## src/rtl/spi_pkg.sv

```systemverilog
// Shared definitions for the SPI master: FSM state encoding, command
// opcodes and default frame widths.
package spi_pkg;

  localparam int DEF_CMD_W  = 10;
  localparam int DEF_DATA_W = 8;

  // Command opcode, carried in cmd_data[CMD_W-1 -: 2]
  localparam logic [1:0] OP_WR_ADDR = 2'b00;
  localparam logic [1:0] OP_WR_DATA = 2'b01;
  localparam logic [1:0] OP_RD_ADDR = 2'b10;
  localparam logic [1:0] OP_RD_DATA = 2'b11;

  typedef enum logic [2:0] {
    IDLE,
    START,
    SHIFT,
    TURN,
    READ,
    GAP
  } state_t;

endpackage

```

## src/rtl/spi_master_shifter.sv

```systemverilog
// Parallel-load, MSB-first shift register with serial input and bit counter.
//   load/load_data : parallel load, clears the bit counter (wins over shift)
//   shift/sin      : shift left one place, sin enters at the LSB
//   q              : register contents
//   last           : counter has reached W-1 (the caller stops shifting here,
//                    so the counter never wraps)
module spi_master_shifter #(
  parameter int W = 8
) (
  input  logic         clk,
  input  logic         rst_n,
  input  logic         load,
  input  logic [W-1:0] load_data,
  input  logic         shift,
  input  logic         sin,
  output logic [W-1:0] q,
  output logic         last
);

  localparam int CW = (W > 1) ? $clog2(W) : 1;

  logic [CW-1:0] cnt;

  always_ff @(posedge clk or negedge rst_n) begin
    if (!rst_n) begin
      q   <= '0;
      cnt <= '0;
    end else if (load) begin
      q   <= load_data;
      cnt <= '0;
    end else if (shift) begin
      q   <= {q[W-2:0], sin};
      cnt <= cnt + 1'b1;
    end
  end

  assign last = (cnt == CW'(W - 1));

endmodule

```

## src/rtl/spi_master.sv

```systemverilog
// SPI master: takes {opcode, payload} commands on a valid/ready port, sends
// them MSB-first on MOSI under SS_n and, for rd_data commands, captures the
// DATA_W-bit reply from MISO. SCLK is clk itself, one bit per edge.
//
// Frame: START (1) + SHIFT (CMD_W) [+ TURN (TURN_CYC) + READ (DATA_W)]
//        then GAP (GAP_CYC) with SS_n high, then IDLE.
//
// Ports:
//   clk, rst_n            clock, async active-low reset
//   cmd_valid/cmd_ready   command handshake; cmd_data = {opcode, payload}
//   SS_n, MOSI, MISO      SPI pins
//   rd_valid, rd_data     one-cycle pulse with the captured read byte
//   busy                  ~cmd_ready
//   cmd_err               (SPI_MASTER_CMD_CHECK_EN only) rd_data rejected
//
// Build option SPI_MASTER_CMD_CHECK_EN: rd_data commands are only sent after
// an rd_addr command; otherwise they are dropped and cmd_err pulses.
module spi_master
  import spi_pkg::*;
#(
  parameter int CMD_W    = DEF_CMD_W,
  parameter int DATA_W   = DEF_DATA_W,
  parameter int TURN_CYC = 2,
  parameter int GAP_CYC  = 1
) (
  input  logic              clk,
  input  logic              rst_n,
  input  logic              cmd_valid,
  output logic              cmd_ready,
  input  logic [CMD_W-1:0]  cmd_data,
  output logic              SS_n,
  output logic              MOSI,
  input  logic              MISO,
  output logic              rd_valid,
  output logic [DATA_W-1:0] rd_data,
  output logic              busy
`ifdef SPI_MASTER_CMD_CHECK_EN
  ,
  output logic              cmd_err
`endif
);

  localparam int CNT_MAX = (TURN_CYC > GAP_CYC) ? TURN_CYC : GAP_CYC;
  localparam int CNT_W   = $clog2(CNT_MAX + 1);

  state_t            state;
  logic [CNT_W-1:0]  cnt;      // TURN / GAP cycle counter
  logic [1:0]        op_q;
  logic              accept;
  logic              reject;
  logic              tx_shift, tx_last;
  logic              rx_shift, rx_last;
  logic [CMD_W-1:0]  tx_q;
  logic [DATA_W-1:0] rx_q;
  logic              unused_bits;

  // Only the next-bit tap of tx and the low bits of rx feed the datapath.
  assign unused_bits = ^{tx_q, rx_q};

`ifdef SPI_MASTER_CMD_CHECK_EN
  logic rd_addr_seen;

  // cmd_err blocks ready for its one cycle, so a rejected command still
  // produces a single-cycle ready drop with no frame.
  assign cmd_ready = (state == IDLE) && !cmd_err;
  assign reject    = (cmd_data[CMD_W-1 -: 2] == OP_RD_DATA) && !rd_addr_seen;

  always_ff @(posedge clk or negedge rst_n) begin
    if (!rst_n) begin
      cmd_err      <= 1'b0;
      rd_addr_seen <= 1'b0;
    end else begin
      cmd_err <= accept && reject;
      if (accept && (cmd_data[CMD_W-1 -: 2] == OP_RD_ADDR))
        rd_addr_seen <= 1'b1;
      else if ((state == READ) && rx_last)
        rd_addr_seen <= 1'b0;
    end
  end
`else
  assign cmd_ready = (state == IDLE);
  assign reject    = 1'b0;
`endif

  assign busy   = ~cmd_ready;
  assign accept = cmd_valid && cmd_ready;

  // tx holds still during START (MOSI already shows the MSB) and shifts
  // during SHIFT, MOSI taking the bit below the current MSB.
  assign tx_shift = (state == SHIFT) && !tx_last;
  assign rx_shift = (state == READ) && !rx_last;

  spi_master_shifter #(.W(CMD_W)) u_tx (
    .clk       (clk),
    .rst_n     (rst_n),
    .load      (accept),
    .load_data (cmd_data),
    .shift     (tx_shift),
    .sin       (1'b0),
    .q         (tx_q),
    .last      (tx_last)
  );

  spi_master_shifter #(.W(DATA_W)) u_rx (
    .clk       (clk),
    .rst_n     (rst_n),
    .load      (accept),
    .load_data ('0),
    .shift     (rx_shift),
    .sin       (MISO),
    .q         (rx_q),
    .last      (rx_last)
  );

  always_ff @(posedge clk or negedge rst_n) begin
    if (!rst_n) begin
      state    <= IDLE;
      cnt      <= '0;
      op_q     <= OP_WR_ADDR;
      SS_n     <= 1'b1;
      MOSI     <= 1'b0;
      rd_valid <= 1'b0;
      rd_data  <= '0;
    end else begin
      rd_valid <= 1'b0;
      case (state)
        IDLE: begin
          if (accept && !reject) begin
            op_q  <= cmd_data[CMD_W-1 -: 2];
            state <= START;
            SS_n  <= 1'b0;
            MOSI  <= cmd_data[CMD_W-1];
          end
        end
        START: state <= SHIFT;
        SHIFT: begin
          if (tx_last) begin
            cnt  <= '0;
            MOSI <= 1'b0;
            if (op_q == OP_RD_DATA) begin
              state <= TURN;
            end else begin
              state <= GAP;
              SS_n  <= 1'b1;
            end
          end else begin
            MOSI <= tx_q[CMD_W-2];
          end
        end
        TURN: begin
          if (cnt == CNT_W'(TURN_CYC - 1)) begin
            state <= READ;
            cnt   <= '0;
          end else begin
            cnt <= cnt + 1'b1;
          end
        end
        READ: begin
          // Final sample goes straight into rd_data alongside the 7 shifted.
          if (rx_last) begin
            rd_data  <= {rx_q[DATA_W-2:0], MISO};
            rd_valid <= 1'b1;
            state    <= GAP;
            SS_n     <= 1'b1;
            cnt      <= '0;
          end
        end
        GAP: begin
          if (cnt == CNT_W'(GAP_CYC - 1)) state <= IDLE;
          else                            cnt   <= cnt + 1'b1;
        end
        default: state <= IDLE;
      endcase
    end
  end

endmodule

```

## config.mk

```make
export PLATFORM = sky130hd
export DESIGN_NAME = spi_master
export DESIGN_NICKNAME = d
export VERILOG_FILES = /design/src/rtl/spi_pkg.sv /design/src/rtl/spi_master_shifter.sv /design/src/rtl/spi_master.sv
export SDC_FILE = /design/constraint.sdc
export NUM_CORES = 1
export LEC_CHECK = 0
export ABC_AREA = 0
export BUFFER_PORTS_ARGS = -buffer_cell sky130_fd_sc_hd__clkbuf_2
export CORE_MARGIN = 5
export CORE_UTILIZATION = 30
export CTS_BUF_LIST = sky130_fd_sc_hd__clkbuf_16
export DETAILED_ROUTE_END_ITERATION = 10
export SYNTH_ARGS = -nofsm -noshare
export SYNTH_HDL_FRONTEND = slang
export SYNTH_SLANG_ARGS = --single-unit
```

## constraint.sdc

```tcl
create_clock -name clk -period 4.3 [get_ports clk]
set_input_delay 0.86 -clock clk [delete_from_list [all_inputs] [get_ports clk]]
set_output_delay 0.86 -clock clk [all_outputs]
set_load 0.05 [all_outputs]
```

==> impl_metrics.ini, run 1 <==
[setup_path]
startpoint = state[0]$_DFFE_PN0P_
critPathMaxFanout = 18
critPathArrivalTime_ns = 1.59
cp_data_required_time_ns = 3.44
r2r_start = u_rx.cnt[0]$_DFFE_PN0P_
end_kind = output pin
cp-start-kind = flip-flop
path_class = flip-flop to output pin

[synth]
synth_area_per_cell_um2 = 10.6
yosys_warnings = 0
ys_seq_area_share_pct = 52.5
ys_types = 34
synth-seq-cells = 41
syn_area_um2 = 1960
synth_nets = 205
synth_cells = 184

[sta]
period_minus_slack_ns = 2.45
fin_tns_setup_ns = 0
slew_violations = 0
fin_crit_sh_pct = 56.9
fin_ws_ns = 1.85
worst_pin_slew_ns = 1.09
hold_viol_final = 0
relSlewSlack_pct = 26.3
setup_viol = 0
rsz0062_at_grt = false
max_freq_mhz = 408
holdWs_ns = 0.476
fin_skew_ns = 0.00433

[clocking]
cts_tree = yes
clkLatencyLatePin_ns = 0.28
cts.htree.levels = 2
cts_setup_buffers = 0
postCtsHoldBufs = 0
cts_root_buf = clkbuf_16
numCtsBuffers = 5
cts.sinks = 41
cts_resized = 0
clockBufferDepth = 2
clkTransAtPathRegs_ns = 0.06

[run_status]
outcome = completed

[detailed_routing]
drt-vias-per-instance = 4.99
vias = 1416
drt_iter0_markers = 108
wire_per_inst_um = 13.2
drt-total-wl_um = 3740
antenna_left = 0
first_pass_iters = 4
drc = 0

[layout]
layout_common_cells = dfrtp_1, nand2_1, clkbuf_2, nor2_1, nand3_1
drive_gt1_share_pct = 23.7
utilization_pct = 35.4
synthToLayoutAreaGrowth_pct = 15.0
nFillCells = 638
final_common_cell = dfrtp_1
antenna_cells = 0
nets = 227

[floorplanning]
dieHeight_um = 90.7
die_area_um2 = 8230
row_count = 29
initial_utilization_pct = 30.8
pin_count = 27
core-area_um2 = 6350
die_w_um = 90.7

[pwr]
power_density_nw_per_um2 = 694
power.total_mw = 1.56
vdd_drop_max_mv = 0.379
power_leakage_nw = 1.09

[placed_design]
portBuffers = 26
routabilityCongestion = 0.706
dp_hpwl_um = 2500
post-place-ws_ns = 2.04

[flow_run]
drv_cap = 0

[global_route]
grt_pass1_vias = 1393
grt_usage_pct = 10.1
grt_max_degree = 42
antenna_found_initial = 0
grt_pass1_wl_um = 6820
gr-total-overflow = 0

[hold_path]
hp-start = u_tx.q[7]$_DFFE_PN0P_
hold_path_class = flip-flop to flip-flop
-- cell usage after synthesis --
| library cell | number | area [um^2] |
|---|---|---|
| a21oi_1 | 6 | 30.0 |
| nand4_1 | 1 | 6.26 |
| dfstp_2 | 1 | 26.3 |
| nor4bb_1 | 2 | 20.0 |
| nor2_1 | 11 | 41.3 |
| mux2_2 | 8 | 90.1 |
| nand2b_4 | 1 | 13.8 |
| nor2b_1 | 5 | 31.3 |
| buf_6 | 2 | 22.5 |
| inv_1 | 6 | 22.5 |
| nor4b_4 | 1 | 23.8 |
| a22oi_1 | 5 | 37.5 |
| o22ai_1 | 1 | 6.26 |
| or3_4 | 1 | 11.3 |
| o21ai_1 | 1 | 5.00 |
| mux2i_1 | 8 | 80.1 |
| and3b_1 | 1 | 8.76 |
| dfrtp_1 | 40 | 1000 |
| and2_1 | 1 | 6.26 |
| o31ai_1 | 2 | 15.0 |
| o21ai_0 | 8 | 40.0 |
| a311o_1 | 1 | 10.0 |
| xnor2_1 | 2 | 17.5 |
| nand3_1 | 11 | 55.1 |
| buf_4 | 6 | 45.0 |
| nor2_2 | 1 | 6.26 |
| nor3_2 | 2 | 20.0 |
| clkbuf_1 | 1 | 3.75 |
| o211ai_1 | 1 | 7.51 |
| ha_1 | 7 | 87.6 |
| nand2_1 | 33 | 124 |
| nor3_1 | 1 | 5.00 |
| buf_2 | 2 | 10.0 |
| a31oi_1 | 4 | 25.0 |
-- state kept, by name, summed over array words and instances, names as in the netlist --
signal,flops
rd_valid,1
u_rx.q,7
u_tx.cnt,4
state,3
SS_n,1
u_rx.cnt,3
cnt,2
op_q,2
rd_data,8
MOSI,1
u_tx.q,9
-- critical path, stage by stage (launching register included) --
cell and delay (ns):
dfrtp_1 0.60, nor3_2 0.37, clkbuf_2 0.33
-- cell type report --
class                           count  area (um^2)  area share [%]
Clock inverter                      3         17.5           0.779
Tap cell                           77         96.3            4.28
Timing Repair Buffer               26          130            5.78
Sequential cell                    41         1030            45.7
Inverter                            6         22.5            1.00
Clock buffer                        5          125            5.56
Multi-Input combinational cell    126          831            36.9
-- path summary, 6_finish.rpt --
path,end,slack [ns],cells after the start
worst max-delay path,cmd_ready,1.85,2
worst min-delay path,u_tx.q[8]$_DFFE_PN0P_,0.48,2
worst max register to register,rd_data[1]$_DFFE_PN0P_,2.08,4
worst min register to register,u_tx.q[8]$_DFFE_PN0P_,0.48,2
max in group asynchronous,u_tx.q[5]$_DFFE_PN0P_,2.94,1
min in group asynchronous,u_rx.q[4]$_DFFE_PN0P_,0.73,1
-- layer usage --
| layer | track usage, % | routed length [um] | up-vias | share of wire (%) |
|---|---|---|---|---|
| li1 | - | - | 678 | - |
| met1 | 14.2 | 1770 | 691 | 47 |
| met2 | 14.2 | 1670 | 41 | 45 |
| met3 | 4.42 | 261 | 6 | 7.0 |
| met4 | 2.23 | 34 | 0 | 0.91 |
| met5 | 0 | 0 | - | 0 |
-- cells by family after synthesis --
group                      synth area share (%)
AOI/OAI and AO/OA                          9.02
xor gates and xnor gates                  0.896
adders and majority gates                  4.48
buffers and inverters                      5.31
DFF                                        52.5
muxes                                      8.70
and+or+nand+nor                            19.1
-- per-stage QoR --
step | instance area [um^2] | cells
after CTS | 2250 | 284
after global routing | 2250 | 284
final | 2250 | 284
after floorplan | 1960 | 184
after global placement | 2110 | 276
after detailed placement | 2110 | 276
-- power by group --
group / total, mW / switching, mW / internal, mW
clock network: 0.358 / 0.146 / 0.213
logic: 0.571 / 0.356 / 0.214
registers: 0.632 / 0.125 / 0.507
(Power assumes the default switching activity.)
==> run 2: changes to the inputs <==
Settings changed: ABC_AREA 0 to 1.
Clock period 4.3 ns to 2.1 ns, I/O delays scaled along.
==> impl_metrics.ini, run 2 <==
[detailed_routing]
vias = 1545
antenna_left = 0
first_pass_iters = 4
drt-total-wl_um = 3810
drc = 0
drt-vias-per-instance = 4.56
drt_iter0_markers = 57
wire_per_inst_um = 11.2

[clocking]
clkLatencyLatePin_ns = 0.28
cts_setup_buffers = 0
cts_root_buf = clkbuf_16
cts.sinks = 41
cts_resized = 0
cts.htree.levels = 2
clkTransAtPathRegs_ns = 0.06
numCtsBuffers = 5
cts_tree = yes
postCtsHoldBufs = 0
clockBufferDepth = 2

[sta]
hold_viol_final = 0
relSlewSlack_pct = 66.3
holdWs_ns = 0.204
worst_pin_slew_ns = 0.506
fin_crit_sh_pct = 88.8
fin_tns_setup_ns = 0
max_freq_mhz = 536
setup_viol = 0
slew_violations = 0
fin_skew_ns = 0.00728
rsz0062_at_grt = false
period_minus_slack_ns = 1.86

[synth]
synth_most_common_cell = nand2_1
synth_nets = 250
yosys.area.top_type = dfrtp_1
synthArstFlopShare_pct = 100
yosys_warnings = 0
ys_seq_area_share_pct = 50.1
synth-seq-cells = 41
synth_area_leaders = dfrtp_1, nand2_1, nand3_1, ha_1, inv_1
synth_area_per_cell_um2 = 8.96
ys_types = 27
syn_area_um2 = 2050
synthTopCellsByCount = nand2_1, dfrtp_1, inv_1
synth_top_area_share_pct = 48.8
synth_ff_type = dfrtp_1
synth_cells = 229
synth_enable_flop_cells = 0

[layout]
nFillCells = 684
largest_register_ffs = 9
reg_top3 = u_tx.q x9, rd_data x8, u_rx.q x7
layout_common_cells = nand2_1, dfrtp_1, clkbuf_2, inv_1, nand3_1
final_common_cell = nand2_1
synthToLayoutAreaGrowth_pct = 15.7
antenna_cells = 0
nets = 279
fin_area_um2 = 2370
regMostFlops = u_tx.q
drive_gt1_share_pct = 26.3

[global_route]
grt_usage_pct = 10.2
grt_pass1_vias = 1582
antenna_found_initial = 0
grt_max_degree = 42
gr-total-overflow = 0
grt_pass1_wl_um = 7100

[placed_design]
dpl_cell_area_um2 = 2240
portBuffers = 26
routabilityCongestion = 0.857
dp_hpwl_um = 2780

[setup_path]
end_kind = output pin
cp-start-kind = flip-flop
path_class = flip-flop to output pin
critPathMaxFanout = 10
critPathArrivalTime_ns = 1.44
cp_data_required_time_ns = 1.68

[floorplanning]
dieHeight_um = 92.7
core-area_um2 = 6720
die_w_um = 92.7
pin_count = 27
row_count = 30
initial_utilization_pct = 30.5
die_area_um2 = 8590

[flow_run]
drv_cap = 0

[pwr]
vdd_drop_max_mv = 0.494
power_density_nw_per_um2 = 1300
power_leakage_nw = 1.22

[hold_path]
hold_path_class = primary input to async pin

[run_status]
outcome = completed
run 2: cell type report:
| type | count | area (um^2) | area share, % |
|---|---|---|---|
| flip-flops and latches | 41 | 1030 | 43.3 |
| multi-input cells | 153 | 848 | 35.7 |
| repair buffers | 27 | 138 | 5.80 |
| clock buffers | 5 | 125 | 5.27 |
| inverters | 30 | 123 | 5.17 |
| well taps | 80 | 100 | 4.22 |
| clock inverters | 3 | 12.5 | 0.527 |
run 2: power by group:
part / switching [mW] / total (mW) / internal, mW
combinational: 0.802 / 1.17 / 0.368
sequential: 0.189 / 1.20 / 1.02
clock: 0.284 / 0.713 / 0.429
total: 1.28 / 3.09 / 1.81
run 2: metrics by stage:
step	power [mW]	util, %	cells	setup slack, ns
after floorplan	2.18	-	229	0.605
after global placement	2.38	33.3	331	0.485
after detailed placement	2.39	33.3	331	0.444
after CTS	3.13	35.3	339	0.232
after global routing	3.37	35.3	339	0.169
final	3.09	35.3	339	0.235
run 2: cell families after synthesis:
kind of cell	synth area share, %
xor+xnor	0.427
compound gates	10.3
buf+inv	8.54
fa+ha+maj	4.27
simple gates	26.4
flops	50.1
run 2: final timing paths:
path | from | endpoint | slack [ns] | depth (start not counted)
worst max-delay path | state[0]$_DFFE_PN0P_ | cmd_ready | 0.24 | 4
max in group asynchronous | rst_n | SS_n$_DFFE_PN1P_ | 1.54 | 2
worst max register to register | u_rx.cnt[0]$_DFFE_PN0P_ | state[1]$_DFFE_PN0P_ | 0.46 | 8
worst min register to register | u_rx.cnt[0]$_DFFE_PN0P_ | u_rx.cnt[0]$_DFFE_PN0P_ | 0.48 | 1
worst min-delay path | rst_n | rd_data[1]$_DFFE_PN0P_ | 0.20 | 2
min in group clk | cmd_data[0] | u_tx.q[0]$_DFFE_PN0P_ | 0.34 | 3
run 2: worst max-delay path, stage by stage, from the launching register on:
cell      delay (ns)
dfrtp_1         0.54
inv_1           0.16
nand2_2         0.07
nor2_4          0.11
clkbuf_2        0.29
run 2: layer usage:
metal | share of wire, % | vias up | track usage (%) | routed length (um)
met5 | 0 | - | 0 | 0
met4 | 0.76 | 0 | 2.93 | 29
met3 | 4.1 | 2 | 3.17 | 156
met2 | 48 | 28 | 16.1 | 1810
met1 | 48 | 721 | 13.4 | 1810
li1 | - | 794 | - | -
